### config.mk
export PLATFORM = sky130hd
export DESIGN_NAME = axil_uart_slave
export DESIGN_NICKNAME = d
export VERILOG_FILES = /design/src/rtl/axil_uart_pkg.sv /design/src/rtl/axil_uart_slave_sync_fifo.sv /design/src/rtl/axil_uart_slave.sv
export SDC_FILE = /design/constraint.sdc
export NUM_CORES = 1
export LEC_CHECK = 0
export CORE_MARGIN = 2
export CORE_UTILIZATION = 37
export CTS_CLUSTER_DIAMETER = 150
export DETAILED_ROUTE_END_ITERATION = 10
export HOLD_SLACK_MARGIN = 0.05
export SYNTH_ARGS = -nofsm -noshare
export SYNTH_HDL_FRONTEND = slang
export SYNTH_SLANG_ARGS = --single-unit
### constraint.sdc
create_clock -name i_clk -period 6.1 [get_ports i_clk]
set_input_delay 1.22 -clock i_clk [delete_from_list [all_inputs] [get_ports i_clk]]
set_output_delay 1.22 -clock i_clk [all_outputs]
set_load 0.02 [all_outputs]
### src/rtl/axil_uart_pkg.sv
// Register map, status/control bit positions and response codes for the AXI-Lite UART slave.
package axil_uart_pkg;

  localparam logic [3:0] OFF_RX   = 4'h0;
  localparam logic [3:0] OFF_TX   = 4'h4;
  localparam logic [3:0] OFF_STAT = 4'h8;
  localparam logic [3:0] OFF_CTRL = 4'hC;

  // Only addr[3:2] selects a register.
  localparam logic [1:0] SEL_RX   = OFF_RX[3:2];
  localparam logic [1:0] SEL_TX   = OFF_TX[3:2];
  localparam logic [1:0] SEL_STAT = OFF_STAT[3:2];
  localparam logic [1:0] SEL_CTRL = OFF_CTRL[3:2];

  localparam int STAT_RX_NEMPTY = 0;
  localparam int STAT_RX_FULL   = 1;
  localparam int STAT_TX_EMPTY  = 2;
  localparam int STAT_TX_FULL   = 3;
  localparam int STAT_IE        = 4;
  localparam int STAT_OVERRUN   = 5;

  localparam int CTRL_FLUSH_TX = 0;
  localparam int CTRL_FLUSH_RX = 1;
  localparam int CTRL_IE       = 4;

  localparam logic [1:0] RESP_OKAY = 2'b00;

  typedef enum logic [2:0] {
    WR_IDLE,
    WR_AW,
    WR_W,
    WR_EXEC,
    WR_RESP
  } wr_state_t;

endpackage

### src/rtl/axil_uart_slave_sync_fifo.sv
// Synchronous FIFO with wrap-bit pointers; flush beats push/pop, push at full is allowed only with a pop.
module sync_fifo #(
  parameter int WIDTH = 8,
  parameter int DEPTH = 16
) (
  input  logic             i_clk,
  input  logic             i_rst,
  input  logic             push,
  input  logic [WIDTH-1:0] i_data,
  input  logic             pop,
  output logic [WIDTH-1:0] o_data,
  input  logic             flush,
  output logic             full,
  output logic             empty
);

  localparam int AW = $clog2(DEPTH);

  logic [AW:0]      r_wr_ptr;
  logic [AW:0]      r_rd_ptr;
  logic [WIDTH-1:0] r_mem [DEPTH];
  logic             w_do_push;
  logic             w_do_pop;

  assign empty     = (r_wr_ptr == r_rd_ptr);
  assign full      = (r_wr_ptr[AW] != r_rd_ptr[AW]) && (r_wr_ptr[AW-1:0] == r_rd_ptr[AW-1:0]);
  assign w_do_pop  = pop && !empty;
  assign w_do_push = push && (!full || w_do_pop);
  assign o_data    = r_mem[r_rd_ptr[AW-1:0]];

  always_ff @(posedge i_clk or posedge i_rst) begin
    if (i_rst) begin
      r_wr_ptr <= '0;
      r_rd_ptr <= '0;
    end else if (flush) begin
      r_wr_ptr <= '0;
      r_rd_ptr <= '0;
    end else begin
      if (w_do_push) r_wr_ptr <= r_wr_ptr + 1'b1;
      if (w_do_pop)  r_rd_ptr <= r_rd_ptr + 1'b1;
    end
  end

  always_ff @(posedge i_clk) begin
    if (w_do_push && !flush) r_mem[r_wr_ptr[AW-1:0]] <= i_data;
  end

endmodule

### src/rtl/axil_uart_slave.sv
// AXI-Lite register front end for a byte-stream UART with TX/RX FIFOs.
// Defining UARTLITE_INTR_EN adds the o_interrupt port and its pulse logic.
module axil_uart_slave
  import axil_uart_pkg::*;
#(
  parameter int AXI_ADDR_WIDTH = 32,
  parameter int AXI_DATA_WIDTH = 32,
  parameter int FIFO_DEPTH     = 16
) (
  input  logic                      i_clk,
  input  logic                      i_rst,
  input  logic [AXI_ADDR_WIDTH-1:0] s_axi_awaddr,
  input  logic                      s_axi_awvalid,
  output logic                      s_axi_awready,
  input  logic [AXI_DATA_WIDTH-1:0] s_axi_wdata,
  input  logic                      s_axi_wvalid,
  output logic                      s_axi_wready,
  output logic [1:0]                s_axi_bresp,
  output logic                      s_axi_bvalid,
  input  logic                      s_axi_bready,
  input  logic [AXI_ADDR_WIDTH-1:0] s_axi_araddr,
  input  logic                      s_axi_arvalid,
  output logic                      s_axi_arready,
  output logic [AXI_DATA_WIDTH-1:0] s_axi_rdata,
  output logic [1:0]                s_axi_rresp,
  output logic                      s_axi_rvalid,
  input  logic                      s_axi_rready,
  output logic [7:0]                o_tx_data,
  output logic                      o_tx_valid,
  input  logic                      i_tx_ready,
  input  logic [7:0]                i_rx_data,
  input  logic                      i_rx_valid,
  output logic                      o_rx_ready
`ifdef UARTLITE_INTR_EN
  ,
  output logic                      o_interrupt
`endif
);

  // Every channel is a valid/ready pair: a beat transfers on the rising edge where both are 1.
  wr_state_t                 r_wr_state;
  wr_state_t                 w_wr_next;
  logic                      r_out_en;
  logic [1:0]                r_aw_sel;
  logic [7:0]                r_wdata;
  logic                      r_rvalid;
  logic [AXI_DATA_WIDTH-1:0] r_rdata;
  logic                      r_ie;
  logic                      r_overrun;

  logic                      w_aw_hs;
  logic                      w_w_hs;
  logic                      w_ar_hs;
  logic                      w_exec;
  logic [1:0]                w_ar_sel;
  logic [7:0]                w_stat;
  logic [AXI_DATA_WIDTH-1:0] w_rd_data;
  logic                      w_overrun_set;
  logic                      w_unused;

  logic       w_tx_push, w_tx_pop, w_tx_flush, w_tx_full, w_tx_empty;
  logic       w_rx_push, w_rx_pop, w_rx_flush, w_rx_full, w_rx_empty;
  logic [7:0] w_rx_head;

  assign w_aw_hs  = s_axi_awvalid && s_axi_awready;
  assign w_w_hs   = s_axi_wvalid && s_axi_wready;
  assign w_ar_hs  = s_axi_arvalid && s_axi_arready;
  assign w_exec   = (r_wr_state == WR_EXEC);
  assign w_ar_sel = s_axi_araddr[3:2];
  assign w_unused = ^{s_axi_awaddr[AXI_ADDR_WIDTH-1:4], s_axi_awaddr[1:0],
                      s_axi_araddr[AXI_ADDR_WIDTH-1:4], s_axi_araddr[1:0],
                      s_axi_wdata[AXI_DATA_WIDTH-1:8]};

  always_ff @(posedge i_clk or posedge i_rst) begin
    if (i_rst) r_wr_state <= WR_IDLE;
    else       r_wr_state <= w_wr_next;
  end

  always_comb begin
    w_wr_next = r_wr_state;
    case (r_wr_state)
      WR_IDLE: begin
        if (w_aw_hs && w_w_hs) w_wr_next = WR_EXEC;
        else if (w_aw_hs)      w_wr_next = WR_AW;
        else if (w_w_hs)       w_wr_next = WR_W;
      end
      WR_AW:   if (w_w_hs)  w_wr_next = WR_EXEC;
      WR_W:    if (w_aw_hs) w_wr_next = WR_EXEC;
      WR_EXEC: w_wr_next = WR_RESP;
      WR_RESP: if (s_axi_bready) w_wr_next = WR_IDLE;
      default: w_wr_next = WR_IDLE;
    endcase
  end

  always_comb begin
    s_axi_awready = 1'b0;
    s_axi_wready  = 1'b0;
    s_axi_bvalid  = 1'b0;
    s_axi_bresp   = RESP_OKAY;
    case (r_wr_state)
      WR_IDLE: begin
        s_axi_awready = r_out_en;
        s_axi_wready  = r_out_en;
      end
      WR_AW:   s_axi_wready  = r_out_en;
      WR_W:    s_axi_awready = r_out_en;
      WR_RESP: s_axi_bvalid  = 1'b1;
      default: ;
    endcase
  end

  assign s_axi_arready = r_out_en && !r_rvalid;
  assign s_axi_rvalid  = r_rvalid;
  assign s_axi_rdata   = r_rdata;
  assign s_axi_rresp   = RESP_OKAY;

  assign w_tx_push  = w_exec && (r_aw_sel == SEL_TX);
  assign w_tx_flush = w_exec && (r_aw_sel == SEL_CTRL) && r_wdata[CTRL_FLUSH_TX];
  assign w_tx_pop   = o_tx_valid && i_tx_ready;
  assign o_tx_valid = !w_tx_empty;

  assign w_rx_flush    = w_exec && (r_aw_sel == SEL_CTRL) && r_wdata[CTRL_FLUSH_RX];
  assign w_rx_pop      = w_ar_hs && (w_ar_sel == SEL_RX) && !w_rx_empty;
  assign o_rx_ready    = r_out_en && (!w_rx_full || w_rx_pop);
  assign w_rx_push     = i_rx_valid && o_rx_ready;
  assign w_overrun_set = i_rx_valid && w_rx_full && !w_rx_pop;

  always_comb begin
    w_stat                 = '0;
    w_stat[STAT_RX_NEMPTY] = !w_rx_empty;
    w_stat[STAT_RX_FULL]   = w_rx_full;
    w_stat[STAT_TX_EMPTY]  = w_tx_empty;
    w_stat[STAT_TX_FULL]   = w_tx_full;
    w_stat[STAT_IE]        = r_ie;
    w_stat[STAT_OVERRUN]   = r_overrun;
    w_rd_data              = '0;
    case (w_ar_sel)
      SEL_RX:   if (!w_rx_empty) w_rd_data[7:0] = w_rx_head;
      SEL_STAT: w_rd_data[7:0] = w_stat;
      default:  ;
    endcase
  end

  // r_out_en keeps all readies low until the first edge after reset release.
  always_ff @(posedge i_clk or posedge i_rst) begin
    if (i_rst) begin
      r_out_en  <= 1'b0;
      r_aw_sel  <= '0;
      r_wdata   <= '0;
      r_rvalid  <= 1'b0;
      r_rdata   <= '0;
      r_ie      <= 1'b0;
      r_overrun <= 1'b0;
    end else begin
      r_out_en <= 1'b1;
      if (w_aw_hs) r_aw_sel <= s_axi_awaddr[3:2];
      if (w_w_hs)  r_wdata  <= s_axi_wdata[7:0];
      if (w_exec && (r_aw_sel == SEL_CTRL)) r_ie <= r_wdata[CTRL_IE];
      if (w_overrun_set) r_overrun <= 1'b1;
      else if (w_ar_hs && (w_ar_sel == SEL_STAT)) r_overrun <= 1'b0;
      if (w_ar_hs) begin
        r_rvalid <= 1'b1;
        r_rdata  <= w_rd_data;
      end else if (s_axi_rready) begin
        r_rvalid <= 1'b0;
      end
    end
  end

  sync_fifo #(.WIDTH(8), .DEPTH(FIFO_DEPTH)) u_tx_fifo (
    .i_clk  (i_clk),
    .i_rst  (i_rst),
    .push   (w_tx_push),
    .i_data (r_wdata),
    .pop    (w_tx_pop),
    .o_data (o_tx_data),
    .flush  (w_tx_flush),
    .full   (w_tx_full),
    .empty  (w_tx_empty)
  );

  sync_fifo #(.WIDTH(8), .DEPTH(FIFO_DEPTH)) u_rx_fifo (
    .i_clk  (i_clk),
    .i_rst  (i_rst),
    .push   (w_rx_push),
    .i_data (i_rx_data),
    .pop    (w_rx_pop),
    .o_data (w_rx_head),
    .flush  (w_rx_flush),
    .full   (w_rx_full),
    .empty  (w_rx_empty)
  );

`ifdef UARTLITE_INTR_EN
  logic r_rx_empty_d;
  logic r_tx_empty_d;

  always_ff @(posedge i_clk or posedge i_rst) begin
    if (i_rst) begin
      r_rx_empty_d <= 1'b1;
      r_tx_empty_d <= 1'b1;
    end else begin
      r_rx_empty_d <= w_rx_empty;
      r_tx_empty_d <= w_tx_empty;
    end
  end

  // Edge detect against last cycle's empty flags yields a single-cycle pulse.
  assign o_interrupt = r_ie && ((r_rx_empty_d && !w_rx_empty) || (!r_tx_empty_d && w_tx_empty));
`endif

endmodule

==> flow_metrics.py <==
metrics = {
    "outcome": {
        "status": "completed",
    },
    "synthesis": {
        "ys_seq_area_share_pct": 70.6,
        "async_reset_ff_share_pct": 15.0,
        "synth_area_um2": 12500,
        "synth_warnings": 0,
        "postSynthCellCount": 713,
        "synth-seq-cells": 301,
        "synth.avg_cell_area_um2": 17.5,
        "synth_edf_count": 256,
        "ys_types": 51,
        "synthFlopType": "edfxtp_1",
    },
    "routing": {
        "wl_mm": 24.6,
        "drt_iter0_markers": 413,
        "drc": 0,
        "avgViaCountPerCell": 5.04,
        "firstDrtPassIters": 4,
        "vias": 6279,
        "ant_nets": 0,
        "wl_per_cell_um": 19.8,
    },
    "global_routing": {
        "grt_overflow": 0,
        "antenna_found_initial": 0,
        "track_usage_pct": 14.0,
        "grt_pass1_vias": 6387,
        "grt_max_degree": 46,
        "grt_first_pass_wirelength_mm": 38.3,
    },
    "timing": {
        "report.final.slew_viol_count": 0,
        "max_freq_mhz": 213,
        "worst_pin_slew_ps": 1050,
        "tns_ps": 0,
        "hold_viol": 0,
        "setup_violations": 0,
        "min_period_ps": 4690,
        "slew_headroom_pct": 30.3,
        "fin_ws_ps": 1410,
        "grt_setup_unrepaired": "false",
        "fin_crit_sh_pct": 76.8,
        "fin_skew_ps": 10.5,
    },
    "setup_path": {
        "worstSetupPathType": "flop to output port",
        "endpoint_kind": "output port",
        "worst-r2r-cell-count": 5,
        "required_ps": 4880,
        "crit_fanout": 24,
        "startpoint_type": "flop",
        "arrival_ps": 3470,
    },
    "cts": {
        "clockBufferDepth": 3,
        "cts_made_buffers": 29,
        "cts_setup_buffers": 0,
        "cts_hold_buffers": 0,
        "cts_tree": "yes",
        "cts_resized": 0,
        "ctsHtreeMaxLevel": 1,
        "clk-insertion-delay-late_ps": 540,
        "cts_root_buf": "clkbuf_16",
        "clkSinkCount": 301,
        "clk_pin_slew_ps": 60,
    },
    "floorplanning": {
        "start_util_pct": 37.4,
        "die_area_um2": 35200,
        "die_w_um": 188,
        "core.rowCount": 67,
        "die_h_um": 188,
        "core_area_um2": 33400,
        "io_pins": 164,
    },
    "worst_hold_path": {
        "min_path_cells": 2,
        "hp-class": "flop to flop",
    },
    "final_layout": {
        "num-nets-final": 898,
        "final_cell_mix": "256 x edfxtp_1, 63 x mux4_2, 51 x clkdlybuf4s50_1",
        "post_route_cells_drive_above_1_share_pct": 17.8,
        "final_cells": 1245,
        "syn_to_final_growth_pct": 14.5,
        "final_common_cell": "edfxtp_1",
    },
    "flow_run": {
        "maxCapViolations": 0,
    },
    "place": {
        "place_inst": 1192,
        "gp_congestion": 0.759,
        "io_buffers": 51,
        "post-dp-hpwl_mm": 15.6,
        "dpl_worst_slack_ps": 1810,
    },
    "power_and_ir_drop": {
        "power.density_nw_per_um2": 437,
        "ir_worst_vdd_v": 0.000327,
        "p_leak_nw": 4.73,
    },
}
[sequential cells by signal, indices dropped and copies added (netlist names)]
name / flops
r_overrun: 1
u_tx_fifo.r_rd_ptr: 5
u_rx_fifo.r_rd_ptr: 5
r_wr_state: 3
u_rx_fifo.r_mem: 128
s_axi_rvalid: 1
r_aw_sel: 2
u_rx_fifo.r_wr_ptr: 5
u_tx_fifo.r_wr_ptr: 5
u_tx_fifo.r_mem: 128
r_ie: 1
s_axi_rdata: 8
r_out_en: 1
r_wdata: 8
[worst max-delay path, stage by stage (launching register included)]
cell	delay (ps)
dfrtp_2	900
buf_4	420
mux4_2	530
a211oi_1	330
a21oi_1	120
clkdlybuf4s50_1	610
[routing by layer]
layer | share of wire [%] | global-route usage [%] | vias up
li1 | - | - | 2868
met2 | 51 | 23.9 | 120
met3 | 4.1 | 1.85 | 43
met5 | 0 | 0 | -
met4 | 2.3 | 3.03 | 0
met1 | 43 | 19.2 | 3248
[cell usage after synthesis (all sizes together), types with 4 or more instances]
cell    instances  area, um2
nand2b          8       50.1
nand4           4       25.0
nor2           41        154
clkbuf         14       52.6
ha             10        125
edfxtp        256       7690
dfrtp          45       1130
or3             4       25.0
nand3          16       80.1
or4             4       33.8
o21ai          18        101
buf            49        330
a211oi         12       95.1
inv            11       41.3
xnor2           7       61.3
o211ai          6       45.0
mux2i          17        170
nor2b          13       81.3
a21oi          18       90.1
nor3           11       66.3
xor2           11       96.3
mux2           14        158
mux4           63       1420
nand2          27        101
[worst paths after layout]
kind / slack [ps] / to / from
worst min-delay path: 480 / s_axi_rdata[6] / s_axi_rdata[6]
worst max-delay path: 1410 / o_tx_data[1] / u_tx_fifo.r_rd_ptr[0]
max in group asynchronous: 4230 / u_rx_fifo.r_rd_ptr[0] / i_rst
worst max register to register: 2960 / u_tx_fifo.r_mem[13][5] / u_tx_fifo.r_rd_ptr[2]
worst min register to register: 480 / s_axi_rdata[6] / s_axi_rdata[6]
min in group asynchronous: 1210 / s_axi_rdata[6] / i_rst
[cells by family after synthesis]
| family | count (synthesis) | synth area share (%) |
|---|---|---|
| fa+ha+maj | 10 | 1.00 |
| buf+inv | 74 | 3.40 |
| xor+xnor | 18 | 1.26 |
| other cells | 2 | 0.0601 |
| simple gates | 143 | 5.82 |
| flops | 301 | 70.6 |
| compound gates | 71 | 3.93 |
| mux | 94 | 14.0 |
[metrics by stage]
| step | hold WS [ps] | power (mW) | area, um2 | utilization, % |
|---|---|---|---|---|
| final | 482 | 6.25 | 14300 | 42.9 |
| after global placement | 472 | 4.60 | 13400 | 40.2 |
| after CTS | 491 | 6.33 | 14300 | 42.9 |
| after floorplan | 470 | 4.05 | 12600 | - |
| after global routing | 515 | 6.56 | 14300 | 42.9 |
| after detailed placement | 484 | 4.63 | 13400 | 40.2 |
[cell type report]
cell class | instances | area (um2)
tap | 448 | 561
timing repair buffer | 67 | 631
clock inverter | 7 | 83.8
inverter | 11 | 41.3
clock buffer | 45 | 806
fill | 3010 | 19100
multi-input combinational | 365 | 3360
sequential | 301 | 8820
antenna | 1 | 2.50
[power breakdown]
group	switching [mW]	total (mW)	internal, mW
clock	0.709	1.69	0.985
combinational	0.833	1.65	0.817
sequential	0.370	2.90	2.53
total	1.91	6.25	4.34
Note: power is estimated with default switching activity, not from simulation.
